<file path="config.mk">
export PLATFORM = sky130hd
export DESIGN_NAME = enigma_key_sequencer
export DESIGN_NICKNAME = d
export VERILOG_FILES = /design/src/rtl/enigma_pkg.sv /design/src/rtl/enigma_rotor_stepper.sv /design/src/rtl/enigma_key_sequencer.sv
export SDC_FILE = /design/constraint.sdc
export NUM_CORES = 1
export LEC_CHECK = 0
export CAP_MARGIN = 10
export CORE_UTILIZATION = 52
export DETAILED_ROUTE_END_ITERATION = 8
export PLACE_DENSITY = 0.92
export SLEW_MARGIN = 40
export SYNTH_ARGS = -nofsm -noshare
export SYNTH_HDL_FRONTEND = slang
export SYNTH_HIERARCHICAL = 1
export SYNTH_SLANG_ARGS = --single-unit
</file>
<file path="constraint.sdc">
create_clock -name clk -period 3.1 [get_ports clk]
set_clock_uncertainty 0.2 [all_clocks]
set_input_delay 0.62 -clock clk [delete_from_list [all_inputs] [get_ports clk]]
set_output_delay 0.62 -clock clk [all_outputs]
set_load 0.01 [all_outputs]
</file>
<file path="src/rtl/enigma_pkg.sv">
// Shared types and helpers for the Enigma key sequencer.
// Letters are 0..25 in a 5-bit field; positions wrap 25 -> 0.
package enigma_pkg;

   localparam int ALPHA = 26;
   localparam int LW    = 5;
   localparam int CW    = 6;

   typedef logic [LW-1:0] letter_t;

   localparam logic [1:0] ST_IDLE = 2'd0;
   localparam logic [1:0] ST_STEP = 2'd1;
   localparam logic [1:0] ST_ENC  = 2'd2;
   localparam logic [1:0] ST_HOLD = 2'd3;

   typedef enum logic [1:0] {
      S_IDLE = ST_IDLE,
      S_STEP = ST_STEP,
      S_ENC  = ST_ENC,
      S_HOLD = ST_HOLD
   } state_e;

   // Advance one position, wrapping 25 back to 0.
   function automatic letter_t incr26(input letter_t v);
      return (v >= letter_t'(ALPHA - 1)) ? '0 : v + letter_t'(1);
   endfunction

   // Fold an out-of-range start position back into 0..25.
   function automatic letter_t wrap26(input letter_t v);
      return (v >= letter_t'(ALPHA)) ? v - letter_t'(ALPHA) : v;
   endfunction

endpackage

</file>
<file path="src/rtl/enigma_rotor_stepper.sv">
// Combinational next rotor positions for one key press.
// Rotor 1 always moves; rotors 2/3 follow the notch rules.
module enigma_rotor_stepper
   import enigma_pkg::*;
#(
   parameter int NOTCH1   = 16,
   parameter int NOTCH2   = 4,
   parameter bit DBL_STEP = 1'b1
) (
   input  logic [LW-1:0] r1_i,
   input  logic [LW-1:0] r2_i,
   input  logic [LW-1:0] r3_i,
   output logic [LW-1:0] r1_o,
   output logic [LW-1:0] r2_o,
   output logic [LW-1:0] r3_o
);

   logic at_n1;
   logic at_n2;

   // Odometer carry plus optional double-step of rotor 2
   always_comb begin
      at_n1 = (r1_i == letter_t'(NOTCH1));
      at_n2 = (r2_i == letter_t'(NOTCH2));
      r1_o  = incr26(r1_i);
      r2_o  = (at_n1 || (DBL_STEP && at_n2)) ? incr26(r2_i) : r2_i;
      r3_o  = at_n2 ? incr26(r3_i) : r3_i;
   end

endmodule

</file>
<file path="src/rtl/enigma_key_sequencer.sv">
// Handshake front-end for the rotor/reflector datapath.
// Steps rotors, holds datapath inputs for SETTLE cycles, returns result.
module enigma_key_sequencer
   import enigma_pkg::*;
#(
   parameter int NOTCH1   = 16,
   parameter int NOTCH2   = 4,
   parameter int SETTLE   = 2,
   parameter bit DBL_STEP = 1'b1
) (
   input  logic          clk,
   input  logic          rst,
   input  logic          cfg_load,
   input  logic [LW-1:0] cfg_r1,
   input  logic [LW-1:0] cfg_r2,
   input  logic [LW-1:0] cfg_r3,
   input  logic          cfg_mode,
   input  logic          in_valid,
   input  logic [LW-1:0] in_char,
   output logic          in_ready,
   output logic          out_valid,
   output logic [LW-1:0] out_char,
   output logic          out_err,
   input  logic          out_ready,
   output logic [LW-1:0] enc_in,
   output logic [LW-1:0] enc_r1,
   output logic [LW-1:0] enc_r2,
   output logic [LW-1:0] enc_r3,
   output logic          enc_mode,
   output logic          enc_signal,
   output logic [CW-1:0] enc_counter,
   input  logic [LW-1:0] enc_out
);

   localparam int SW = (SETTLE > 1) ? $clog2(SETTLE) : 1;

   state_e        state_q, state_d;
   logic [LW-1:0] r1_q, r1_d, r2_q, r2_d, r3_q, r3_d;
   logic [LW-1:0] in_q, in_d;
   logic [LW-1:0] och_q, och_d;
   logic          oerr_q, oerr_d;
   logic          mode_q, mode_d;
   logic [CW-1:0] cnt_q, cnt_d;
   logic [SW-1:0] settle_q, settle_d;
   logic [LW-1:0] n1, n2, n3;

   enigma_rotor_stepper #(
      .NOTCH1   (NOTCH1),
      .NOTCH2   (NOTCH2),
      .DBL_STEP (DBL_STEP)
   ) u_stepper (
      .r1_i (r1_q),
      .r2_i (r2_q),
      .r3_i (r3_q),
      .r1_o (n1),
      .r2_o (n2),
      .r3_o (n3)
   );

   // State and datapath-facing registers
   always_ff @(posedge clk) begin
      if (rst) begin
         state_q  <= S_IDLE;
         r1_q     <= '0;
         r2_q     <= '0;
         r3_q     <= '0;
         in_q     <= '0;
         och_q    <= '0;
         oerr_q   <= 1'b0;
         mode_q   <= 1'b0;
         cnt_q    <= '0;
         settle_q <= '0;
      end else begin
         state_q  <= state_d;
         r1_q     <= r1_d;
         r2_q     <= r2_d;
         r3_q     <= r3_d;
         in_q     <= in_d;
         och_q    <= och_d;
         oerr_q   <= oerr_d;
         mode_q   <= mode_d;
         cnt_q    <= cnt_d;
         settle_q <= settle_d;
      end
   end

   // Next-state: load/accept, step, settle, hold until consumed
   always_comb begin
      state_d  = state_q;
      r1_d     = r1_q;
      r2_d     = r2_q;
      r3_d     = r3_q;
      in_d     = in_q;
      och_d    = och_q;
      oerr_d   = oerr_q;
      mode_d   = mode_q;
      cnt_d    = cnt_q;
      settle_d = settle_q;
      unique case (state_q)
         S_IDLE: begin
            if (cfg_load) begin
               r1_d   = wrap26(cfg_r1);
               r2_d   = wrap26(cfg_r2);
               r3_d   = wrap26(cfg_r3);
               mode_d = cfg_mode;
               cnt_d  = '0;
            end else if (in_valid) begin
               in_d = in_char;
               if (in_char > letter_t'(ALPHA - 1)) begin
                  och_d   = in_char;
                  oerr_d  = 1'b1;
                  state_d = S_HOLD;
               end else begin
                  oerr_d  = 1'b0;
                  state_d = S_STEP;
               end
            end
         end
         S_STEP: begin
            r1_d     = n1;
            r2_d     = n2;
            r3_d     = n3;
            cnt_d    = cnt_q + CW'(1);
            settle_d = SW'(SETTLE - 1);
            state_d  = S_ENC;
         end
         S_ENC: begin
            if (settle_q == '0) begin
               och_d   = enc_out;
               state_d = S_HOLD;
            end else begin
               settle_d = settle_q - SW'(1);
            end
         end
         S_HOLD: begin
            if (out_ready) state_d = S_IDLE;
         end
         default: state_d = S_IDLE;
      endcase
   end

   assign in_ready    = (state_q == S_IDLE);
   assign out_valid   = (state_q == S_HOLD);
   assign enc_signal  = (state_q == S_ENC);
   assign out_char    = och_q;
   assign out_err     = oerr_q;
   assign enc_in      = in_q;
   assign enc_r1      = r1_q;
   assign enc_r2      = r2_q;
   assign enc_r3      = r3_q;
   assign enc_mode    = mode_q;
   assign enc_counter = cnt_q;

endmodule

</file>
# [Word level (Yosys, flattened, before mapping)]
# Index checks and enable logic that the tools add are counted.
[op_classes] add_sub_neg=8 n_lt_le_gt_ge=7 eq_ne=13 n_mux=30 bitwise=1 reduce_logical=12
[op_table] cell="5-bit two-way mux" count=15
[op_table] cell="5-bit case mux with 2 select lines" count=4
[op_table] cell="5-bit >= comparator, second input constant" count=6
[op_table] cell="5-bit by 1-bit adder with 5-bit output, second input constant" count=3
[op_table] cell="5-bit subtractor, second input constant" count=3
[op_table] cell="6-bit case mux with 2 select lines" count=1
[op_table] cell="2-bit two-way mux" count=5
[op_table] cell="3-bit AND reduction" count=3
[op_table] cell="2-bit by 1-bit inequality test with 1-bit output, second input constant" count=4
[op_table] cell="2-bit inequality test, second input constant" count=4
[op_table] cell="2-bit case mux with 4 select lines" count=1
[op_table] cell="6-bit by 1-bit adder with 6-bit output, second input constant" count=1
[op_table] cell="6-bit two-way mux" count=1
[op_table] cell="2-bit nonzero test" count=3
[op_table] cell="5-bit by 3-bit equality test with 1-bit output, second input constant" count=1
[op_table] cell="5-bit equality test, second input constant" count=1
[op_table] cell="5-bit greater-than comparator, second input constant" count=1
[op_table] cell="5-bit AND reduction" count=1
[op_table] cell="2-bit equality test, second input constant" count=2
[op_table] cell="2-bit AND reduction" count=2
[op_table] cell="4-bit AND reduction" count=1
[op_table] cell="2-bit by 1-bit equality test with 1-bit output, second input constant" count=1
[op_table] cell="2-bit logical NOT" count=1
[op_table] cell="1-bit two-way mux" count=2
[op_table] cell="other kinds (4)" count=4
[word_totals] register_bits=36 in_bits=31

# [Logic depth before layout (Yosys ltp)]
[logic_depth] depth_word=5 mapped_depth=8 ltp_nobuf=7

# [Cells and area by module]
# The synthesis kept the hierarchy.
[modules_own_cells] mod="enigma_key_sequencer" n_inst=1 cells_per_inst=217 area_per_inst_um2=1949.4 seq_area_each_um2=720.7
[modules_own_cells] mod="enigma_rotor_stepper" n_inst=1 cells_per_inst=68 area_per_inst_um2=464.2 seq_area_each_um2=0.0

# [Least setup slack after synthesis]
# No wires, ideal clock.
[synth_timing] path_type="register -> register" startpoint="reg r3_q[1] (netlist: enc_r3[1])" endpoint="reg r3_q[1] (netlist: enc_r3[1])" setup_ns=0.101 arrival_ns=1.643 setup_slack_ns=1.156 stages_incl_launch_ff=8 path_buffers=0 period_less_slack_ns=1.944 cell_sequence="dfxtp_1 > inv_1 > ha_1 > nor4_1 > nor2_1 > o31ai_1 > nor2b_1 > o41ai_1"
[synth_between] elab_chain_len=4 elab_cells_between_ends=5 classes_between="add/sub: 1; order compare: 1; mux: 3"
[synth_lines] element="start, declared" line="enigma_key_sequencer.sv:38" text="logic [LW-1:0] r1_q, r1_d, r2_q, r2_d, r3_q, r3_d;"
[synth_lines] element="start signal, assigned" line="enigma_key_sequencer.sv:77" text="r3_q <= r3_d;"
[synth_lines] element="5-bit by 1-bit adder with 5-bit output or 5-bit >= comparator (tied branches)" line="enigma_pkg.sv:25" text="return (v >= letter_t'(ALPHA - 1)) ? '0 : v + letter_t'(1);"
[synth_lines] element="5-bit two-way mux *" line="enigma_pkg.sv:25"
[synth_lines] element="5-bit two-way mux *" line="enigma_rotor_stepper.sv:27" text="r3_o = at_n2 ? incr26(r3_i) : r3_i;"
[synth_lines] element="named net n3[1]" line="enigma_key_sequencer.sv:45" text="logic [LW-1:0] n1, n2, n3;"
[synth_lines] element="5-bit case mux with 2 select lines *" line="enigma_key_sequencer.sv:99" text="unique case (state_q)"
# Mark *: on every way through the listed nets, which the timed path passes. The rest lies on a longest branch. The select of a mux whose other input is x is not followed.
# A chain may end at the register's enable or synchronous reset.

# [Worst setup path after layout]
[layout_timing] startpoint="reg state_q[0]" endpoint="out in_ready"
[layout_between] elab_chain_len=1
[layout_lines] element="start, declared" line="enigma_key_sequencer.sv:37" text="state_e state_q, state_d;"
[layout_lines] element="start signal, assigned" line="enigma_key_sequencer.sv:74" text="state_q <= state_d;"
[layout_lines] element="2-bit logical NOT" line="enigma_key_sequencer.sv:142" text="assign in_ready = (state_q == S_IDLE);"
[layout_lines] element="end, declared" line="enigma_key_sequencer.sv:20" text="output logic in_ready,"
# Every way passes these cells.

==> flow_summary.yaml <==
outcome:
  run_status: "complete, no violations"
sta:
  rsz0062_at_grt: "false"
  relSlewSlack_pct: 63.1
  hold_viol: 0
  post-route-period-util_pct: 88.4
  hold_ws_ns: 0.271
  finalSetupViolCount: 0
  worst_slew_pin_slew_ns: 0.554
  fin_crit_ns: 2.74
  fin_setup_tns_ns: 0
  slew_violations: 0
  max_freq_mhz: 365
yosys:
  yosys.area_share.simple_pct: 24.7
  synth-compound-area-share_pct: 22.2
  syn_avg_cell_area_um2: 8.47
  synth-seq-cells: 36
  syn_nets: 333
  yosys.area_share.adder_pct: 8.81
  synth_top_area_share_pct: 29.9
  syn-cell-area_mm2: 0.00241
  yosys.area.top_type: "dfxtp_1"
  synth-seq-area-share_pct: 29.9
  ys_top_cells_by_area: "dfxtp_1, ha_1, mux2i_1, nor2_1, a211oi_1"
  synth-edff-count: 0
  yosys-mux-area-fraction_pct: 7.10
  syn_inst: 285
  synth_warnings: 6
  synth_xor_area_share_pct: 2.18
  synth_top_family_by_area: "simple AND/OR/NAND/NOR gates"
  async_flop_share_pct: 0
  ys_types: 56
  ys.flop_type: "dfxtp_1"
finish:
  multiInputGateArea_mm2: 0.00157
  area_delta_synth_final_pct: 32.3
  nets: 397
  fillers: 359
  ff_latch_area_um2: 721
  diodes: 0
  layout_commonest_cell: "clkdlybuf4s50_1"
  mostFrequentLayoutCells: "clkdlybuf4s50_1, nor2_1, dfxtp_1"
  layout-drive-gt1-share_pct: 6.57
worst_setup_path:
  start_kind: "flop"
  endpoint_kind: "output port"
  cp_data_required_time_ns: 2.28
  arrival_ns: 1.92
  crit_type: "reg2out"
  critical_path.max_fanout: 11
grt:
  antenna_found_initial: 0
  grt_pass1_vias: 2274
  grt_use_total_pct: 25.5
  grt-ovfl-total: 0
  grt_max_degree: 24
  grt_pass1_wl_mm: 10.1
route:
  vias_per_cell: 6.05
  wire_per_inst_um: 15.3
  drcViolationCount: 0
  drtIter0Drc: 196
  wl_mm: 6.16
  drt-pass1-iter-count: 4
  routed-via-count: 2431
  antenna_left: 0
pwr:
  power.leakage_uw: 0.00123
  peakVddDrop_mv: 0.481
  p_per_area_mw_per_mm2: 786
hold_path:
  hold_class: "reg2reg"
clock_tree:
  clock_sinks: 36
  root_buffer: "clkbuf_8"
  insertion_delay_ns: 0.29
  cts_hold_buf: 0
  postCtsSetupRepairBufs: 0
  clockBufferDepth: 2
  cts_max_level: 2
  clk_pin_slew_worst_paths_ns: 0.08
  numCtsBuffers: 5
  cts_resized: 0
  cts_tree: "done"
floorplan:
  design.core.area_mm2: 0.00441
  dieWidth_um: 70.1
  io_pins: 67
  rows: 24
  die_area_mm2: 0.00492
  die_h_um: 70.1
  start_util_pct: 54.7
place:
  dp_hpwl_mm: 4.53
  place_congestion: 0.900
  io_buffers: 66
job:
  drv_cap: 0
power breakdown:
part | internal (uW) | total (uW) | switching [uW] | leakage [uW]
combinational | 668 | 1350 | 687 | 0.000894
sequential | 602 | 806 | 203 | 0.000295
clock | 181 | 352 | 171 | 0.0000445
total | 1450 | 2510 | 1060 | 0.00123
registers in the layout, summed over array words and instances (netlist names):
signal / flops
enc_counter: 6
enc_in: 5
enc_r1: 5
enc_r2: 5
enc_r3: 5
out_char: 5
state_q: 2
enc_mode: 1
out_err: 1
settle_q: 1
kinds of logic (layout without fill, tap and decap cells):
group	Yosys count	in the layout
multiplexers	17	17
adder cells (fa/ha/maj)	17	17
flip-flops	36	36
AO/OA/AOI/OAI	67	67
buffers and inverters	29	94
AND/OR/NAND/NOR	113	113
XOR/XNOR	6	6
final cells by class:
| type | count | area share [%] |
|---|---|---|
| Timing Repair Buffer | 69 | 21.4 |
| Tap cell | 52 | 2.04 |
| Inverter | 17 | 2.00 |
| Sequential cell | 36 | 22.6 |
| Multi-Input combinational cell | 220 | 49.1 |
| Clock inverter | 1 | 0.235 |
| Clock buffer | 7 | 2.70 |
stage by stage:
| step | instances | worst slack [ns] | instance area (um2) | power, uW | util [%] |
|---|---|---|---|---|---|
| 6_report | 402 | 0.359 | 3190 | 2510 | 72.4 |
| 5_1_grt | 402 | 0.306 | 3190 | 2680 | 72.4 |
| 4_1_cts | 402 | 0.373 | 3190 | 2510 | 72.4 |
| 3_5_place_dp | 394 | 0.512 | 3100 | 2140 | 70.2 |
| 3_3_place_gp | 394 | 0.603 | 3100 | 2090 | 70.2 |
| 2_1_floorplan | 285 | 1.16 | 2410 | 1650 | - |
per-layer routing:
| metal | track usage, % | share of wire, % | vias to the layer above |
|---|---|---|---|
| li1 | - | - | 1175 |
| met1 | 28.9 | 41 | 1129 |
| met2 | 43.3 | 48 | 105 |
| met3 | 6.93 | 7.3 | 22 |
| met4 | 13.6 | 3.7 | 0 |
| met5 | 0 | 0 | - |
cells in the mapped netlist (all sizes together) (4+ instances only):
| master | instances |
|---|---|
| ha | 17 |
| nand2 | 20 |
| inv | 17 |
| nor3 | 6 |
| xor2 | 5 |
| o211ai | 5 |
| a21oi | 9 |
| buf | 6 |
| nand3b | 10 |
| nand3 | 7 |
| a311oi | 4 |
| dfxtp | 36 |
| a211oi | 15 |
| nor2 | 39 |
| clkbuf | 6 |
| nand2b | 7 |
| mux2i | 16 |
| o21ai | 10 |
worst paths after layout:
check        cells after the start         to  slack [ns]  startpoint
max                              3   in_ready        0.36  state_q[0]
min                              2   enc_mode        0.27    enc_mode
max reg2reg                      7  enc_r2[2]        0.80   enc_r2[1]
min reg2reg                      2   enc_mode        0.27    enc_mode
worst max-delay path, cell delays in order, from the launching register on:
cell and delay (ns):
dfxtp_1 0.35, inv_1 0.11, ha_1 0.52, clkdlybuf4s50_1 0.65
No activity file was read; power rests on OpenSTA's default activity.
